### config.mk
export PLATFORM = sky130hd
export DESIGN_NAME = trig_wave_capture_flat
export DESIGN_NICKNAME = d
export VERILOG_FILES = /design/src/rtl/trig_wave_capture_pkg.sv /design/src/rtl/trig_wave_capture_if.sv /design/src/rtl/trig_wave_capture_trigger_detect.sv /design/src/rtl/trig_wave_capture.sv /design/src/flat_wrapper.sv
export SDC_FILE = /design/constraint.sdc
export NUM_CORES = 1
export LEC_CHECK = 0
export CELL_PAD_IN_SITES_DETAIL_PLACEMENT = 2
export CELL_PAD_IN_SITES_GLOBAL_PLACEMENT = 2
export CORE_MARGIN = 3
export CORE_UTILIZATION = 36
export DETAILED_ROUTE_END_ITERATION = 10
export GPL_ROUTABILITY_DRIVEN = 0
export GPL_TIMING_DRIVEN = 1
export HOLD_SLACK_MARGIN = 0.12
export PLACE_DENSITY = 0.79
export SLEW_MARGIN = 0
export SYNTH_ARGS = -nofsm -noshare
export SYNTH_HDL_FRONTEND = slang
export SYNTH_HIERARCHICAL = 1
export SYNTH_SLANG_ARGS = --single-unit
### constraint.sdc
create_clock -name clk -period 4.45 [get_ports clk]
set_input_delay 1.335 -clock clk [delete_from_list [all_inputs] [get_ports clk]]
set_output_delay 1.335 -clock clk [all_outputs]
set_load 0.01 [all_outputs]
### src/rtl/trig_wave_capture_pkg.sv
`default_nettype none
// ============================================================================
// trig_wave_capture_pkg : capture FSM states, trigger modes, counter sizing
// Rev 1.0
// ============================================================================
package trig_wave_capture_pkg;

  typedef enum logic [1:0] {
    ST_ARMED  = 2'b00,
    ST_ACTIVE = 2'b01,
    ST_WAIT   = 2'b10
  } cap_state_e;

  localparam logic [1:0] TRIG_RISING  = 2'b00;
  localparam logic [1:0] TRIG_FALLING = 2'b01;
  localparam logic [1:0] TRIG_FREE    = 2'b10;

  function automatic int cnt_width(input int n);
    return (n < 2) ? 1 : $clog2(n);
  endfunction

endpackage
`default_nettype wire

### src/rtl/trig_wave_capture_if.sv
`default_nettype none
// ============================================================================
// trig_wave_capture_if : sample stream, trigger config and bank-RAM write bus
// Rev 1.0
// ============================================================================
interface trig_wave_capture_if #(
  parameter int SAMPLE_W = 16,
  parameter int OUT_W    = 8,
  parameter int ADDR_W   = 8
);
  logic                       capture_en;
  logic [1:0]                 trig_mode;
  logic signed [SAMPLE_W-1:0] trig_threshold;
  logic                       new_sample_ready;
  logic signed [SAMPLE_W-1:0] new_sample_in;
  logic                       wave_display_idle;
  logic [ADDR_W:0]            write_address;
  logic                       write_enable;
  logic [OUT_W-1:0]           write_sample;
  logic                       read_index;
  logic                       frame_done;
  logic                       auto_triggered;

  modport master (
    input  capture_en, trig_mode, trig_threshold, new_sample_ready,
           new_sample_in, wave_display_idle,
    output write_address, write_enable, write_sample, read_index,
           frame_done, auto_triggered
  );

  modport slave (
    output capture_en, trig_mode, trig_threshold, new_sample_ready,
           new_sample_in, wave_display_idle,
    input  write_address, write_enable, write_sample, read_index,
           frame_done, auto_triggered
  );
endinterface
`default_nettype wire

### src/rtl/trig_wave_capture_trigger_detect.sv
`default_nettype none
// ============================================================================
// trig_wave_capture_trigger_detect : sample pipe, config latch, edge compare
// Rev 1.0
// ============================================================================
module trig_wave_capture_trigger_detect
  import trig_wave_capture_pkg::*;
#(
  parameter int SAMPLE_W = 16
) (
  input  logic                       clk,
  input  logic                       reset_n,
  input  logic                       sample_ready_i,
  input  logic signed [SAMPLE_W-1:0] sample_i,
  input  logic                       cfg_load_i,
  input  logic [1:0]                 trig_mode_i,
  input  logic signed [SAMPLE_W-1:0] trig_threshold_i,
  output logic                       sample_valid_o,
  output logic                       trig_hit_o,
  output logic signed [SAMPLE_W-1:0] curr_o
);

  logic signed [SAMPLE_W-1:0] curr_q, prev_q, thr_q;
  logic [1:0]                 mode_q;
  logic                       valid_q;
  logic                       boot_q;
  logic                       prev_above, curr_above, edge_hit;

  // boot_q makes the first clock after reset release load the config
  always_ff @(posedge clk or negedge reset_n) begin
    if (!reset_n) begin
      curr_q  <= '0;
      prev_q  <= '0;
      thr_q   <= '0;
      mode_q  <= TRIG_RISING;
      valid_q <= 1'b0;
      boot_q  <= 1'b1;
    end else begin
      valid_q <= sample_ready_i;
      boot_q  <= 1'b0;
      if (sample_ready_i) begin
        prev_q <= curr_q;
        curr_q <= sample_i;
      end
      if (boot_q || cfg_load_i) begin
        thr_q  <= trig_threshold_i;
        mode_q <= trig_mode_i;
      end
    end
  end

  always_comb begin
    prev_above = (prev_q >= thr_q);
    curr_above = (curr_q >= thr_q);
    case (mode_q)
      TRIG_FALLING: edge_hit = prev_above && !curr_above;
      TRIG_FREE:    edge_hit = 1'b1;
      default:      edge_hit = !prev_above && curr_above;
    endcase
  end

  assign sample_valid_o = valid_q;
  assign trig_hit_o     = valid_q && edge_hit;
  assign curr_o         = curr_q;

endmodule
`default_nettype wire

### src/rtl/trig_wave_capture.sv
`default_nettype none
// ============================================================================
// trig_wave_capture : triggered ping-pong frame capture into a dual-bank RAM
// Rev 1.0
// ============================================================================
module trig_wave_capture
  import trig_wave_capture_pkg::*;
#(
  parameter int SAMPLE_W     = 16,
  parameter int OUT_W        = 8,
  parameter int ADDR_W       = 8,
  parameter int AUTO_TIMEOUT = 4096
) (
  input  logic               clk,
  input  logic               reset_n,
  trig_wave_capture_if.master bus
);

  localparam int                TCNT_W   = cnt_width(AUTO_TIMEOUT);
  localparam bit                AUTO_EN  = (AUTO_TIMEOUT != 0);
  localparam logic [TCNT_W-1:0] TMO_LAST =
    TCNT_W'((AUTO_TIMEOUT == 0) ? 0 : AUTO_TIMEOUT - 1);

  cap_state_e                 state_q;
  logic [ADDR_W-1:0]          index_q;
  logic [TCNT_W-1:0]          tcount_q;
  logic                       read_index_q;
  logic                       write_enable_q;
  logic [ADDR_W:0]            write_address_q;
  logic [OUT_W-1:0]           write_sample_q;
  logic                       frame_done_q;
  logic                       auto_triggered_q;

  logic                       sample_valid, trig_hit, timeout_hit, cfg_load;
  logic signed [SAMPLE_W-1:0] curr;
  logic [OUT_W-1:0]           store_d;

  assign cfg_load    = (state_q == ST_WAIT) && bus.wave_display_idle;
  assign timeout_hit = AUTO_EN && (tcount_q == TMO_LAST) && bus.capture_en;
  // Offset-binary truncation: flip the sign bit, keep the top OUT_W bits
  assign store_d     = {~curr[SAMPLE_W-1], curr[SAMPLE_W-2 -: OUT_W-1]};

  trig_wave_capture_trigger_detect #(
    .SAMPLE_W (SAMPLE_W)
  ) u_trig (
    .clk              (clk),
    .reset_n          (reset_n),
    .sample_ready_i   (bus.new_sample_ready),
    .sample_i         (bus.new_sample_in),
    .cfg_load_i       (cfg_load),
    .trig_mode_i      (bus.trig_mode),
    .trig_threshold_i (bus.trig_threshold),
    .sample_valid_o   (sample_valid),
    .trig_hit_o       (trig_hit),
    .curr_o           (curr)
  );

  always_ff @(posedge clk or negedge reset_n) begin
    if (!reset_n) begin
      state_q          <= ST_ARMED;
      index_q          <= '0;
      tcount_q         <= '0;
      read_index_q     <= 1'b0;
      write_enable_q   <= 1'b0;
      write_address_q  <= '0;
      write_sample_q   <= '0;
      frame_done_q     <= 1'b0;
      auto_triggered_q <= 1'b0;
    end else begin
      write_enable_q <= 1'b0;
      frame_done_q   <= 1'b0;
      case (state_q)
        ST_ARMED: begin
          if (!bus.capture_en) begin
            tcount_q <= '0;
          end else if (sample_valid) begin
            if (trig_hit || timeout_hit) begin
              state_q          <= ST_ACTIVE;
              write_enable_q   <= 1'b1;
              write_address_q  <= {~read_index_q, index_q};
              write_sample_q   <= store_d;
              index_q          <= index_q + ADDR_W'(1);
              tcount_q         <= '0;
              auto_triggered_q <= !trig_hit;
            end else begin
              tcount_q <= tcount_q + TCNT_W'(1);
            end
          end
        end
        ST_ACTIVE: begin
          if (sample_valid) begin
            write_enable_q  <= 1'b1;
            write_address_q <= {~read_index_q, index_q};
            write_sample_q  <= store_d;
            index_q         <= index_q + ADDR_W'(1);
            if (index_q == {ADDR_W{1'b1}}) begin
              state_q      <= ST_WAIT;
              frame_done_q <= 1'b1;
            end
          end
        end
        ST_WAIT: begin
          if (bus.wave_display_idle) begin
            read_index_q <= ~read_index_q;
            index_q      <= '0;
            tcount_q     <= '0;
            state_q      <= ST_ARMED;
          end
        end
        default: state_q <= ST_ARMED;
      endcase
    end
  end

  assign bus.write_enable   = write_enable_q;
  assign bus.write_address  = write_address_q;
  assign bus.write_sample   = write_sample_q;
  assign bus.read_index     = read_index_q;
  assign bus.frame_done     = frame_done_q;
  assign bus.auto_triggered = auto_triggered_q;

endmodule
`default_nettype wire

### src/flat_wrapper.sv
// flat-port wrapper written by rule: the top's interface ports become plain ports
module trig_wave_capture_flat import trig_wave_capture_pkg::*;
#(
  parameter int SAMPLE_W     = 16,
  parameter int OUT_W        = 8,
  parameter int ADDR_W       = 8,
  parameter int AUTO_TIMEOUT = 4096
)
  (clk, reset_n, bus_capture_en, bus_trig_mode, bus_trig_threshold, bus_new_sample_ready, bus_new_sample_in, bus_wave_display_idle, bus_write_address, bus_write_enable, bus_write_sample, bus_read_index, bus_frame_done, bus_auto_triggered);
  trig_wave_capture_if #(.SAMPLE_W(SAMPLE_W), .OUT_W(OUT_W), .ADDR_W(ADDR_W)) bus_i ();
  input  logic clk;
  input  logic reset_n;
  input wire logic [$bits(bus_i.capture_en)-1:0] bus_capture_en;
  input wire logic [$bits(bus_i.trig_mode)-1:0] bus_trig_mode;
  input wire logic [$bits(bus_i.trig_threshold)-1:0] bus_trig_threshold;
  input wire logic [$bits(bus_i.new_sample_ready)-1:0] bus_new_sample_ready;
  input wire logic [$bits(bus_i.new_sample_in)-1:0] bus_new_sample_in;
  input wire logic [$bits(bus_i.wave_display_idle)-1:0] bus_wave_display_idle;
  output wire logic [$bits(bus_i.write_address)-1:0] bus_write_address;
  output wire logic [$bits(bus_i.write_enable)-1:0] bus_write_enable;
  output wire logic [$bits(bus_i.write_sample)-1:0] bus_write_sample;
  output wire logic [$bits(bus_i.read_index)-1:0] bus_read_index;
  output wire logic [$bits(bus_i.frame_done)-1:0] bus_frame_done;
  output wire logic [$bits(bus_i.auto_triggered)-1:0] bus_auto_triggered;
  assign bus_i.capture_en = bus_capture_en;
  assign bus_i.trig_mode = bus_trig_mode;
  assign bus_i.trig_threshold = bus_trig_threshold;
  assign bus_i.new_sample_ready = bus_new_sample_ready;
  assign bus_i.new_sample_in = bus_new_sample_in;
  assign bus_i.wave_display_idle = bus_wave_display_idle;
  assign bus_write_address = bus_i.write_address;
  assign bus_write_enable = bus_i.write_enable;
  assign bus_write_sample = bus_i.write_sample;
  assign bus_read_index = bus_i.read_index;
  assign bus_frame_done = bus_i.frame_done;
  assign bus_auto_triggered = bus_i.auto_triggered;
  trig_wave_capture #(.SAMPLE_W(SAMPLE_W), .OUT_W(OUT_W), .ADDR_W(ADDR_W), .AUTO_TIMEOUT(AUTO_TIMEOUT)) u_core (.clk(clk), .reset_n(reset_n), .bus(bus_i));
endmodule
==> results.cfg <==
[status]
status = finished clean

[timing]
setup_violations = 0
slew_viol_final = 0
grt_setup_unrepaired = no
tns_ns = 0
hold_viol = 0
timing.final.ws_setup_ns = 0.770
slew_headroom_pct = 35.6
fin_skew_ns = 0.00588
period_needed_ns = 3.68
timing.final.crit_share_pct = 82.7
tightest_slew_ns = 0.957
max_freq_ghz = 0.272

[clock_tree]
holdBufCountCts = 0
post_cts_buffers = 0
clock-root-buffer = clkbuf_16
clk_pin_slew_worst_paths_ns = 0.06
cts_sinks = 95
clk_path_buf_depth = 2
cts_tree = yes
htree_num_levels = 3
post_cts_resize_count = 0
cts_buffers = 9
insertion_delay_ns = 0.35

[worst_setup_path]
rr_worst_depth = 14
critPathRequiredTime_ns = 4.73
cp.arrival_ns = 3.96
critPathLaunchType = register
r2r-end = u_core/bus.write_sample[3]
r2r_start = u_core/u_trig/curr_o[15]
cp_max_fo = 16
critical_path_class = reg2reg
end_kind = register
r2r_setup_slack_ns = 0.77

[floorplan]
dieHeight_um = 121
ios = 60
core_area_um2 = 12800
initial_core_util_pct = 37.1
die_x_um = 121
dieArea_um2 = 14600
rows = 41

[synth]
synth_common_cells = dfrtp_1, nand2_1, mux2_2, ha_1, inv_1
synth-seq-area-share_pct = 50.1
yosysWarnings = 6
synthMuxAreaShare_pct = 12.1
synth_xor_area_share_pct = 1.29
synth_top_family_by_area = simple AND/OR/NAND/NOR gates
yosysMostFrequentCell = dfrtp_1
synth_top_cell_by_area = dfrtp_1
avgSynthCellArea_um2 = 11.0
yosysUniqueCellTypes = 58
synthSimpleGateAreaFrac_pct = 14.5
synthCells = 430
synth-main-ff-cell = dfrtp_1
yosys_register_bits = 95
synthArstFlopShare_pct = 100
ys_top_cells_by_area = dfrtp_1, mux2_2, ha_1, nand2_1, inv_1
synth_adder_area_share_pct = 9.49
synth_compound_area_share_pct = 8.78
synth_edf_count = 0
syn-num-nets = 505
synth_top_cell_area_share_pct = 49.6
netlist_area_um2 = 4740

[grt]
grt_pass1_vias = 3947
grt_max_degree = 49
grt-ovfl-total = 0
grt_antenna_before_repair = 0
grtUsageTotal_pct = 17.3
grt_pass1_wl_um = 19900

[run]
drv_cap = 0

[worst_hold_path]
min_path_cells = 2
hold_class = reg2reg
hp-start = u_core/bus.write_address[1]
whs_endpoint = u_core/bus.write_address[1]

[placement]
dp_slack_ns = 0.784
place_inst = 653
hpwl_um = 8670
io_buffers = 59
dpl-instance-area_um2 = 5540

[layout]
final_cell_area_um2 = 5790
nets = 567
area_growth_pct = 22.0
final_cells = 669
layout-drive-gt1-share_pct = 16.1
n_antenna_cell = 0

[drt]
routedWlPerCell_um = 17.3
wl_um = 11600
vias = 3454
routed_via_density = 5.16
drtIter0Drc = 93
first_pass_iters = 4
drc_errors = 0
postRouteAntennaNets = 0

[power_and_ir_drop]
static-leakage-power_nw = 2.69
pwr_density_cell_nw_per_um2 = 405
vdd_drop_max_mv = 0.249
power_mw = 2.35
[worst max-delay path by stage]
| stage | startpoint | endpoint | cells past startpoint |
|---|---|---|---|
| final | u_core/u_trig/curr_o[15] | u_core/bus.write_sample[3] | 14 |
| after global placement | u_core/u_trig/curr_o[14] | u_core/bus.write_sample[3] | 14 |
| after global routing | u_core/u_trig/thr_q[7] | u_core/index_q[5] | 14 |
| after detailed placement | u_core/u_trig/curr_o[15] | u_core/bus.write_sample[0] | 14 |
| after floorplan | u_core/u_trig/curr_o[9] | u_core/tcount_q[10] | 14 |
| after CTS | u_core/u_trig/curr_o[15] | u_core/bus.write_sample[0] | 14 |
[sequential cells by signal (all words and copies together), names as in the netlist, 2 cells and up]
register                  count
u_core/bus.write_address      9
u_core/bus.write_sample       8
u_core/index_q                8
u_core/state_q                2
u_core/tcount_q              12
u_core/u_trig/curr_o         16
u_core/u_trig/mode_q          2
u_core/u_trig/prev_q         16
u_core/u_trig/thr_q          16
[final cells by class]
type,instances,area (µm²)
repair buffers,64,638
flip-flops and latches,95,2380
multi-input cells,294,2200
inverters,28,105
clock buffers,15,248
clock inverters,1,5.00
fillers,1305,6980
well taps,172,215
[layer usage]
layer / GRT usage [%] / vias to the layer above / routed length, µm
met4: 3.82 / 0 / 101
li1: - / 1629 / -
met1: 20.1 / 1770 / 4860
met2: 31.7 / 49 / 6280
met3: 4.82 / 6 / 361
met5: 0 / - / 0
[cells by family (layout without fill, tap and decap cells)]
logic type	count (synthesis)	after routing
xor+xnor	7	7
buf+inv	41	108
simple gates	137	137
flops	95	95
mux	51	51
compound gates	62	62
other cells	1	1
fa+ha+maj	36	36
[critical path, stage by stage (launching register included)]
cell and delay (ns):
dfrtp_1 0.42, ha_1 0.36, nand4_1 0.18, nor3_1 0.33
a21boi_0 0.22, or4_4 0.15, mux2_4 0.30, o31a_1 0.29
a211oi_2 0.35, a21o_2 0.20, o21ai_2 0.05, inv_1 0.39
buf_4 0.25, nand2_1 0.07, nand2_1 0.06
[through the flow]
stage	hold WS, ns	util [%]
global route	0.513	45.3
finish	0.476	45.3
CTS	0.487	45.3
detailed placement	0.471	43.4
global placement	0.459	43.4
floorplan	0.450	-
[placed cells by master (no fill, tap or decap), types with 3 or more instances in the layout]
master / count
or2_2: 3
xnor2_1: 3
clkbuf_16: 9
a21o_1: 8
a21oi_1: 16
xor2_1: 4
dfrtp_1: 94
nor2_1: 12
nor2b_1: 4
and3_1: 6
buf_4: 5
mux2_2: 48
or3_1: 5
o21ai_0: 16
nand4_1: 12
inv_1: 28
nor3_1: 7
clkdlybuf4s50_1: 58
ha_1: 36
nand3_1: 11
clkbuf_1: 6
nand2_1: 61
[report_power, final]
part	total [mW]	switching [mW]	internal, mW
clock network	0.687	0.308	0.379
logic	0.576	0.285	0.290
registers	1.08	0.0978	0.987
total	2.35	0.691	1.66
Note: power is estimated with default switching activity, not from simulation.
